[config.mk]
export PLATFORM = sky130hd
export DESIGN_NAME = ram_port_arbiter
export DESIGN_NICKNAME = d
export VERILOG_FILES = /design/src/rtl/ram_port_arbiter.sv
export SDC_FILE = /design/constraint.sdc
export NUM_CORES = 1
export LEC_CHECK = 0
export ABC_AREA = 0
export CAP_MARGIN = 20
export CORE_ASPECT_RATIO = 1.4
export CORE_UTILIZATION = 38
export CTS_CLUSTER_SIZE = 25
export DETAILED_ROUTE_END_ITERATION = 10
export PLACE_DENSITY = 0.85
export SYNTH_ARGS = -nofsm -noshare
export SYNTH_HDL_FRONTEND = slang
export SYNTH_SLANG_ARGS = --single-unit
[constraint.sdc]
create_clock -name Clk -period 4.3 [get_ports Clk]
set_clock_uncertainty 0.05 [all_clocks]
set_input_delay 0.86 -clock Clk [delete_from_list [all_inputs] [get_ports Clk]]
set_output_delay 0.86 -clock Clk [all_outputs]
set_load 0.005 [all_outputs]
[src/rtl/ram_port_arbiter.sv]
// ram_port_arbiter: shares the single-cycle RAM port A between requester 0
// (CPU path) and requester 1 (I/O / DMA). Same-cycle grants, round-robin
// between contending requesters, and an optional lock so the granted
// requester can keep the port for read-modify-write sequences.
module ram_port_arbiter #(
  parameter int ADDR_W = 10,
  parameter int DATA_W = 16
) (
  input  logic              Clk,
  input  logic              Rst,
  input  logic              req0,
  input  logic              we0,
  input  logic              lock0,
  input  logic [ADDR_W-1:0] addr0,
  input  logic [DATA_W-1:0] wdata0,
  output logic              gnt0,
  output logic              rvalid0,
  input  logic              req1,
  input  logic              we1,
  input  logic              lock1,
  input  logic [ADDR_W-1:0] addr1,
  input  logic [DATA_W-1:0] wdata1,
  output logic              gnt1,
  output logic              rvalid1,
  output logic [DATA_W-1:0] rdata,
  output logic [ADDR_W-1:0] ram_addr,
  output logic [DATA_W-1:0] ram_wdata,
  output logic              ram_we,
  input  logic [DATA_W-1:0] ram_q
);

  // Lock holder: NONE means normal round-robin arbitration.
  typedef enum logic [1:0] {
    OWN_NONE = 2'd0,
    OWN_R0   = 2'd1,
    OWN_R1   = 2'd2
  } owner_t;

  owner_t            ownerR, ownerNext;
  logic              lastGntR, lastGntNext;   // 0 = R0 won most recently, 1 = R1
  logic              rv0R, rv1R;
  logic [ADDR_W-1:0] addrHoldR;
  logic [DATA_W-1:0] wdataHoldR;
  logic              gnt0S, gnt1S;

  // Arbitration: lock holder gets exclusive access, otherwise the requester
  // that did not win last time goes first. Reset suppresses all grants.
  always_comb begin
    gnt0S = 1'b0;
    gnt1S = 1'b0;
    if (Rst) begin
      gnt0S = 1'b0;
      gnt1S = 1'b0;
    end else begin
      case (ownerR)
        OWN_R0: gnt0S = req0;
        OWN_R1: gnt1S = req1;
        OWN_NONE: begin
          if (req0 && req1) begin
            if (lastGntR) begin
              gnt0S = 1'b1;
            end else begin
              gnt1S = 1'b1;
            end
          end else begin
            gnt0S = req0;
            gnt1S = req1;
          end
        end
        default: begin
          gnt0S = 1'b0;
          gnt1S = 1'b0;
        end
      endcase
    end
  end

  // Next lock owner and round-robin pointer. A new locking grant wins over a
  // release; a lock raised by the non-owner only matters once it is granted.
  always_comb begin
    ownerNext   = ownerR;
    lastGntNext = lastGntR;
    if (gnt0S) begin
      lastGntNext = 1'b0;
    end else if (gnt1S) begin
      lastGntNext = 1'b1;
    end else begin
      lastGntNext = lastGntR;
    end
    if (gnt0S && lock0) begin
      ownerNext = OWN_R0;
    end else if (gnt1S && lock1) begin
      ownerNext = OWN_R1;
    end else begin
      case (ownerR)
        OWN_R0:   ownerNext = lock0 ? OWN_R0 : OWN_NONE;
        OWN_R1:   ownerNext = lock1 ? OWN_R1 : OWN_NONE;
        OWN_NONE: ownerNext = OWN_NONE;
        default:  ownerNext = OWN_NONE;
      endcase
    end
  end

  // RAM drive: winner's address/data, else hold the last driven values.
  always_comb begin
    ram_we    = (gnt0S & we0) | (gnt1S & we1);
    ram_addr  = addrHoldR;
    ram_wdata = wdataHoldR;
    if (gnt0S) begin
      ram_addr  = addr0;
      ram_wdata = wdata0;
    end else if (gnt1S) begin
      ram_addr  = addr1;
      ram_wdata = wdata1;
    end else begin
      ram_addr  = addrHoldR;
      ram_wdata = wdataHoldR;
    end
  end

  // State register: owner, round-robin pointer, read-valid pipeline, held RAM drive.
  always_ff @(posedge Clk or posedge Rst) begin
    if (Rst) begin
      ownerR     <= OWN_NONE;
      lastGntR   <= 1'b1;
      rv0R       <= 1'b0;
      rv1R       <= 1'b0;
      addrHoldR  <= {ADDR_W{1'b0}};
      wdataHoldR <= {DATA_W{1'b0}};
    end else begin
      ownerR     <= ownerNext;
      lastGntR   <= lastGntNext;
      rv0R       <= gnt0S & ~we0;
      rv1R       <= gnt1S & ~we1;
      addrHoldR  <= ram_addr;
      wdataHoldR <= ram_wdata;
    end
  end

  assign gnt0    = gnt0S;
  assign gnt1    = gnt1S;
  assign rvalid0 = rv0R;
  assign rvalid1 = rv1R;
  assign rdata   = ram_q;

endmodule
# After elaboration in Yosys (flattened, before gate mapping)
# Cells that the tools add are included.
[classes]
eq_ne = 2
n_mul = 0
shifts = 0
n_div = 0
order_cmp = 0
mux = 19
n_addsub = 0
bitwise_logic = 7
reduce_logical = 5
[op_table]
columns = ["cell", "count"]
rows = [
  ["16-bit 2-to-1 mux", 2],
  ["10-bit 2-to-1 mux", 2],
  ["1-bit 2-to-1 mux", 9],
  ["2-bit 2-to-1 mux", 3],
  ["1-bit AND", 4],
  ["1-bit one-hot mux with 2 select lines", 2],
  ["2-bit one-hot mux with 2 select lines", 1],
  ["1-bit logical AND", 3],
  ["2-bit by 1-bit == test with 1-bit output, second input constant", 1],
  ["2-bit == test, second input constant", 1],
  ["2-bit logical NOT", 1],
  ["1-bit NOT", 2],
  ["2-bit nonzero test", 1],
  ["1-bit OR", 1],
]
[word_totals]
ramBits = 0
in_bits = 76
output_inout_bits = 47
romBits = 0
reg_bits = 31
latchBits = 0
wordCells = 39
mem_count = 0

# Logic depth before layout (Yosys ltp)
[logic_depth]
depth_word = 7
mapped_depth = 8
mapped_depth_nobuf = 7

# Least setup slack after synthesis
# Ideal clock, no wire load.
[synth_timing]
path_type = "input to output"
startpoint = "input Rst"
endpoint = "output ram_addr[0]"
cell_stages = 4
n_path_buf = 1
t_arrival_ps = 2410
path_slack_ps = 980
required_time_ps = 3390
cell_sequence = "inv_1 o211a_1 buf_6 mux2_2"
[synth_via]
elab_chain_len = 3
word_cells_on_any_way = 4
classes_between = "mux (4)"
[synth_rtl]
columns = ["item", "line_no", "text"]
rows = [
  ["start: declaration", "10", "input logic Rst,"],
  ["1-bit 2-to-1 mux", "51", "if (Rst) begin"],
  ["10-bit 2-to-1 mux", "112", "end else if (gnt1S) begin"],
  ["10-bit 2-to-1 mux (*)", "109", "if (gnt0S) begin"],
  ["end: declaration", "26", "output logic [ADDR_W-1:0] ram_addr,"],
]
# Every way passes the cells marked *; elsewhere a longest branch is shown, timed or not.

# Worst setup path in the final report
[layout_timing]
startpoint = "input req0"
endpoint = "output ram_addr[8]"
[layout_via]
elab_chain_len = 6
word_cells_on_any_way = 9
classes_between = "mux (8); reduce/logical (1)"
[layout_rtl]
columns = ["item", "line_no", "text"]
rows = [
  ["start: declaration", "11", "input logic req0,"],
  ["1-bit logical AND", "59", "if (req0 && req1) begin"],
  ["1-bit 2-to-1 mux", "59", ""],
  ["1-bit one-hot mux with 2 select lines", "55", "case (ownerR)"],
  ["1-bit 2-to-1 mux", "51", ""],
  ["10-bit 2-to-1 mux", "112", ""],
  ["10-bit 2-to-1 mux (*)", "109", ""],
]
# Marked as above.

==> metrics <==
Psw=0.299 mW; number of flops mapped to enable cells by yosys=0; Max-Cap Viols=0; DRC Markers=0; area occupied by multi-input gates=826 sq um; part of the cycle the worst path needs=between 80% and 90%; DP Area=about 2700 sq um; fin area=2750 sq um; Post-Syn Area per Cell=about 14 sq um; combinational share of power=between 40 and 50%; Final Hold Fails=0; Synth Warn #=0; Sum Neg Setup Slack=0 ns; WP data arrival=2.89 ns; Leak=1.22 nW; HPWL after DPL=slightly above 3000 microns; row cnt=29; RSZ-0062 raised after global routing=no; # clock sinks=31; maximum vdd drop=between 0.3 and 0.4 mV; IO buf count=90; Initial Util=approximately two fifths; die width=approximately 60 microns; top cells by area, synth=dfrtp_1 (42%), mux2_4 (22%), mux2_2 (16%); most common cell in the netlist=dfrtp_1; clock share of power=between 20% and 30%; synth-to-layout area growth=52.5%; vias after detailed routing=between 1000 and 1500; share of cells above drive strength 1=32.7%; FMAX=between 0.2 and 0.3 GHz; Clock Pin Slew Worst Setup and Hold Paths=~0.06 ns; Final Critical Period=~3.8 ns; register share of total power=roughly a third; Worst Hold Class=flip-flop to flip-flop; chip height=about 84 microns; clk_lat worst skew=about 0.28 ns; CP required=around 3.4 ns; Worst slew margin=around 72%; Die Area=~5000 sq um; crit end category=primary output; CTS Hold Bufs=0; Final Max Tran Viols=0; Routed WL per cell=about 15 microns; ANT nets after route=0; core area=between 4000 and 5000 sq um; Num CTS Buffers=5; Crit Path Max Fanout=11; total wire length=between 4000 and 5000 microns; grt ovf=0; synth cell count leaders=dfrtp_1 (30), mux2_2 (26), mux2_4 (26); GRT Util Overall=about 17%; Detailed Routing Iterations Pass 1=4; antenna violations before repair=0; Root Buffer=clkbuf_8; fillers=roughly 380; top_reg_cell synth=dfrtp_1; cell count after synthesis=about 130; final setup fails=0; syn nets=approximately 210; Worst Tran Pin Value=approximately 0.41 ns; pin count of the biggest net entering global routing=32; first-pass GRT wire length=6400 microns; num ports=~120; setup repair bufs after CTS=0; Power Internal=just over 0.9 mW; critical path class=input pin to primary output; core utilization of the finished layout=around three fifths; Reg area=between 700 and 800 sq um; Netlist Area Pre-Place=about 1800 sq um; top-area cell type share of the netlist area=between 40% and 50%; CTS tree=done; Seq/Total Area, Yosys=roughly 43%; Power Density=445 nW/um^2; Unique masters post-synth=20; vias in the first global route=1375; count of state elements after synthesis=31; detail-routed via count per cell=about 4.7; H-tree depth=2; area leader, netlist=dfrtp_1; outcome=completed; Placer Congestion=approximately 0.73; async set or reset register ratio after synthesis=100%; initial drt markers=16; clock tree buffer depth=2; number of inserted diodes=0; CP Launch Type=input pin; Resize count post-CTS=0; Switching Share=24.4%; layout net count=about 290
==> worst max-delay path, cell delays in order <==
cell,delay (ns)
clkdlybuf4s50_1,0.51
a21boi_2,0.08
o21ai_4,0.16
buf_4,0.24
mux2_4,0.31
mux2_2,0.27
clkdlybuf4s50_1,0.46
==> stage by stage <==
step | worst slack (ns) | total power, mW | hold slack (ns) | instances
after floorplan | 0.980 | 0.720 | 0.412 | 127
after global placement | 0.531 | 0.968 | 0.438 | 262
after detailed placement | 0.491 | 0.984 | 0.458 | 262
after CTS | 0.482 | 1.25 | 0.463 | 270
after global routing | 0.445 | 1.29 | 0.502 | 270
final | 0.502 | 1.23 | 0.455 | 270
==> layer usage <==
metal	wire length [microns]	vias to the layer above	track usage (%)
li1	-	582	-
met1	1510	614	17.9
met2	2240	70	31.0
met3	310	13	4.34
met4	102	0	8.67
met5	0	-	0
==> logic make-up after synthesis <==
kind of cell,count (synthesis),share of synthesized area (%)
adders and majority gates,3,2.08
muxes,52,37.8
and+or+nand+nor,4,1.25
DFF,31,43.0
AOI/OAI and AO/OA,9,4.16
buffers and inverters,28,11.6
==> sequential cells by signal, summed over array words and instances, names as in the netlist <==
register	flops
ownerR	2
rvalid1	1
rvalid0	1
lastGntR	1
wdataHoldR	16
addrHoldR	10
==> placed cells by master, fill, tap and decap left out, drive strengths merged <==
cell type      synthesis  final
o211a                  1      1
buf                   22      5
a21oi                  1      1
nor2                   1      1
o21a                   1      1
dfstp                  1      1
clkbuf                 0      8
dfrtp                 30     30
ha                     3      3
a22o                   1      1
inv                    6      6
nand2                  1      1
a221oi                 1      1
clkdlybuf4s50          0     90
mux2                  52     52
o21ai                  1      1
a21boi                 3      3
nor2b                  2      2
==> worst paths after layout <==
check | from | endpoint | slack [ns] | cells after the start
setup / recovery | req0 | ram_addr[8] | 0.50 | 7
hold / removal | lastGntR | lastGntR | 0.45 | 2
setup reg to reg | ownerR[0] | addrHoldR[7] | 2.34 | 7
hold reg to reg | lastGntR | lastGntR | 0.45 | 2
max in group asynchronous | Rst | lastGntR | 2.89 | 3
min in group asynchronous | Rst | wdataHoldR[15] | 0.98 | 3
==> power by group through the flow <==
stage | Combinational, mW | Clock (mW) | Sequential, mW
after floorplan | 0.312 | 0 | 0.408
after global placement | 0.556 | 0 | 0.412
after detailed placement | 0.566 | 0 | 0.418
after CTS | 0.571 | 0.263 | 0.413
after global routing | 0.605 | 0.270 | 0.419
final | 0.561 | 0.254 | 0.412
==> final cells by class <==
type / instances / area share (%)
sequential: 31 / 28.2
timing repair buffer: 95 / 34.5
multi-input combinational: 68 / 30.0
clock buffer: 8 / 3.63
tap: 62 / 2.82
inverter: 6 / 0.818
Note: power is estimated with default switching activity, not from simulation.
==> RTL change: new RTL, same settings <==
Encoding of `owner_t`: now one-hot (3 bits for 3 values).
--- a/src/rtl/ram_port_arbiter.sv
+++ b/src/rtl/ram_port_arbiter.sv
@@ -32,6 +32,6 @@
   // Lock holder: NONE means normal round-robin arbitration.
-  typedef enum logic [1:0] {
-    OWN_NONE = 2'd0,
-    OWN_R0   = 2'd1,
-    OWN_R1   = 2'd2
+  typedef enum logic [2:0] {
+    OWN_NONE = 3'b001,
+    OWN_R0   = 3'b010,
+    OWN_R1   = 3'b100
   } owner_t;
Behaviour: same outputs for any inputs over 10 cycles, from zero or initial values and one cycle with Rst high; not proved beyond that.
==> RTL change against the unedited design <==
Design area up 2.2%. Total power up 12%. Sequential cell count up 1. Sequential power up 7.8%. Worst setup slack better by 0.019 ns. Routed wire length up 16%. Via count up 35%. Core utilization up 0.35 points. Clock power up 25%. Global-route usage up 2.5 points. Final cell count up 23%. Area after synthesis up 2.3%. Non-clock buffer count up 5. Highest routed layer unchanged.
==> RTL change: results (changes against the unedited design) <==
[synth]
synth_compound_area_share_pct=19.85  ; +16 points
yosysUniqueCellTypes=21  ; +5.0%
synthAdderAreaFrac_pct=0  ; -2.1 points
synth-seq-area-share_pct=43.50  ; +0.46 points
synth_mux_area_share_pct=0  ; -38 points
syn-num-nets=270  ; +31%

[place]
place_area_um2=2688  ; +1.3%
place_inst=323  ; +23%
gp_congestion=0.7330  ; +0.84%
post-place-ws_ns=0.5011  ; +0.009900 ns
dp_hpwl_um=3350  ; +8.1%

[worst_setup_path]
r2r_slack_ns=2.53  ; +0.19 ns
startpoint=Rst
arrival_ns=2.87  ; -0.02 ns
crit_family=buffers and inverters
regToRegEndpoint=wdataHoldR[14]
reg2reg_from=ownerR[0]
r2r_cells=5  ; -2
critPathMaxFanout=29  ; +18
crit_slowest_cell=clkdlybuf4s50_1
critPathCapture=ram_wdata[5]

[drt]
initialDrtViolationCount=122  ; +106
met3WireLength_um=271  ; -13%
wl_per_cell_um=14.62  ; -5.2%
via_per_inst=5.221  ; +10%
vias=1728  ; +35%
drt-met1-wl_um=1969  ; +31%
wl_met2_um=2438  ; +8.7%

[finish]
layout-drive-gt1-share_pct=8.922  ; -24 points
fillerInstances=417  ; +11%
layout.nets=344  ; +20%

[global_route]
use_met3_pct=4.622  ; +0.28 points
grt_max_degree=56  ; +75%
grt.met1_usage_pct=22.84  ; +4.9 points
grt_util_all_layers_pct=19.97  ; +2.5 points
grt_pass1_vias=1666  ; +21%
grt_first_pass_wirelength_um=7645  ; +20%
met2_usage_pct=33.67  ; +2.7 points

[power]
peakVddDrop_mv=0.2789  ; -8.0%
p_sw_share_pct=29.38  ; +5.0 points
p_leak_nw=1.084  ; -11%

[sta]
fin_crit_sh_pct=87.91  ; -0.43 points
hold_viol_final=0  ; unchanged
holdWs_ns=0.5080  ; +0.05314 ns
worst_pin_slew_ns=0.4242  ; +0.01083 ns

[worst_hold_path]
holdPathStages=1  ; -1

[outcome]
status=completed

==> RTL change: cell types whose count changed in the layout (fill, tap and decap cells not counted), moves of 4 or more <==
cell / unedited run / this run
inv_1: 6 / 2
a31oi_1: 0 / 26
mux2_4: 26 / 0
nor3_1: 0 / 27
mux2_2: 26 / 0
o21ai_0: 0 / 26
or3b_1: 0 / 26
buf_4: 4 / 9
==> RTL change: power by group through the flow <==
stage	combinational (mW)	sequential, mW	clock, mW
2_1_floorplan	0.298	0.439	0
3_3_place_gp	0.599	0.445	0
3_5_place_dp	0.609	0.450	0
4_1_cts	0.614	0.444	0.324
5_1_grt	0.666	0.455	0.337
6_report	0.607	0.444	0.318
==> RTL change: area by class of cell <==
type                    count  area [um2]  area share, %
well taps                  62       77.57          2.757
clock inverters             1       30.03          1.067
repair buffers            100       988.4          35.13
inverters                   2       7.507         0.2668
flip-flops and latches     32       803.3          28.55
clock buffers               7       96.34          3.424
multi-input cells         127       810.8          28.81
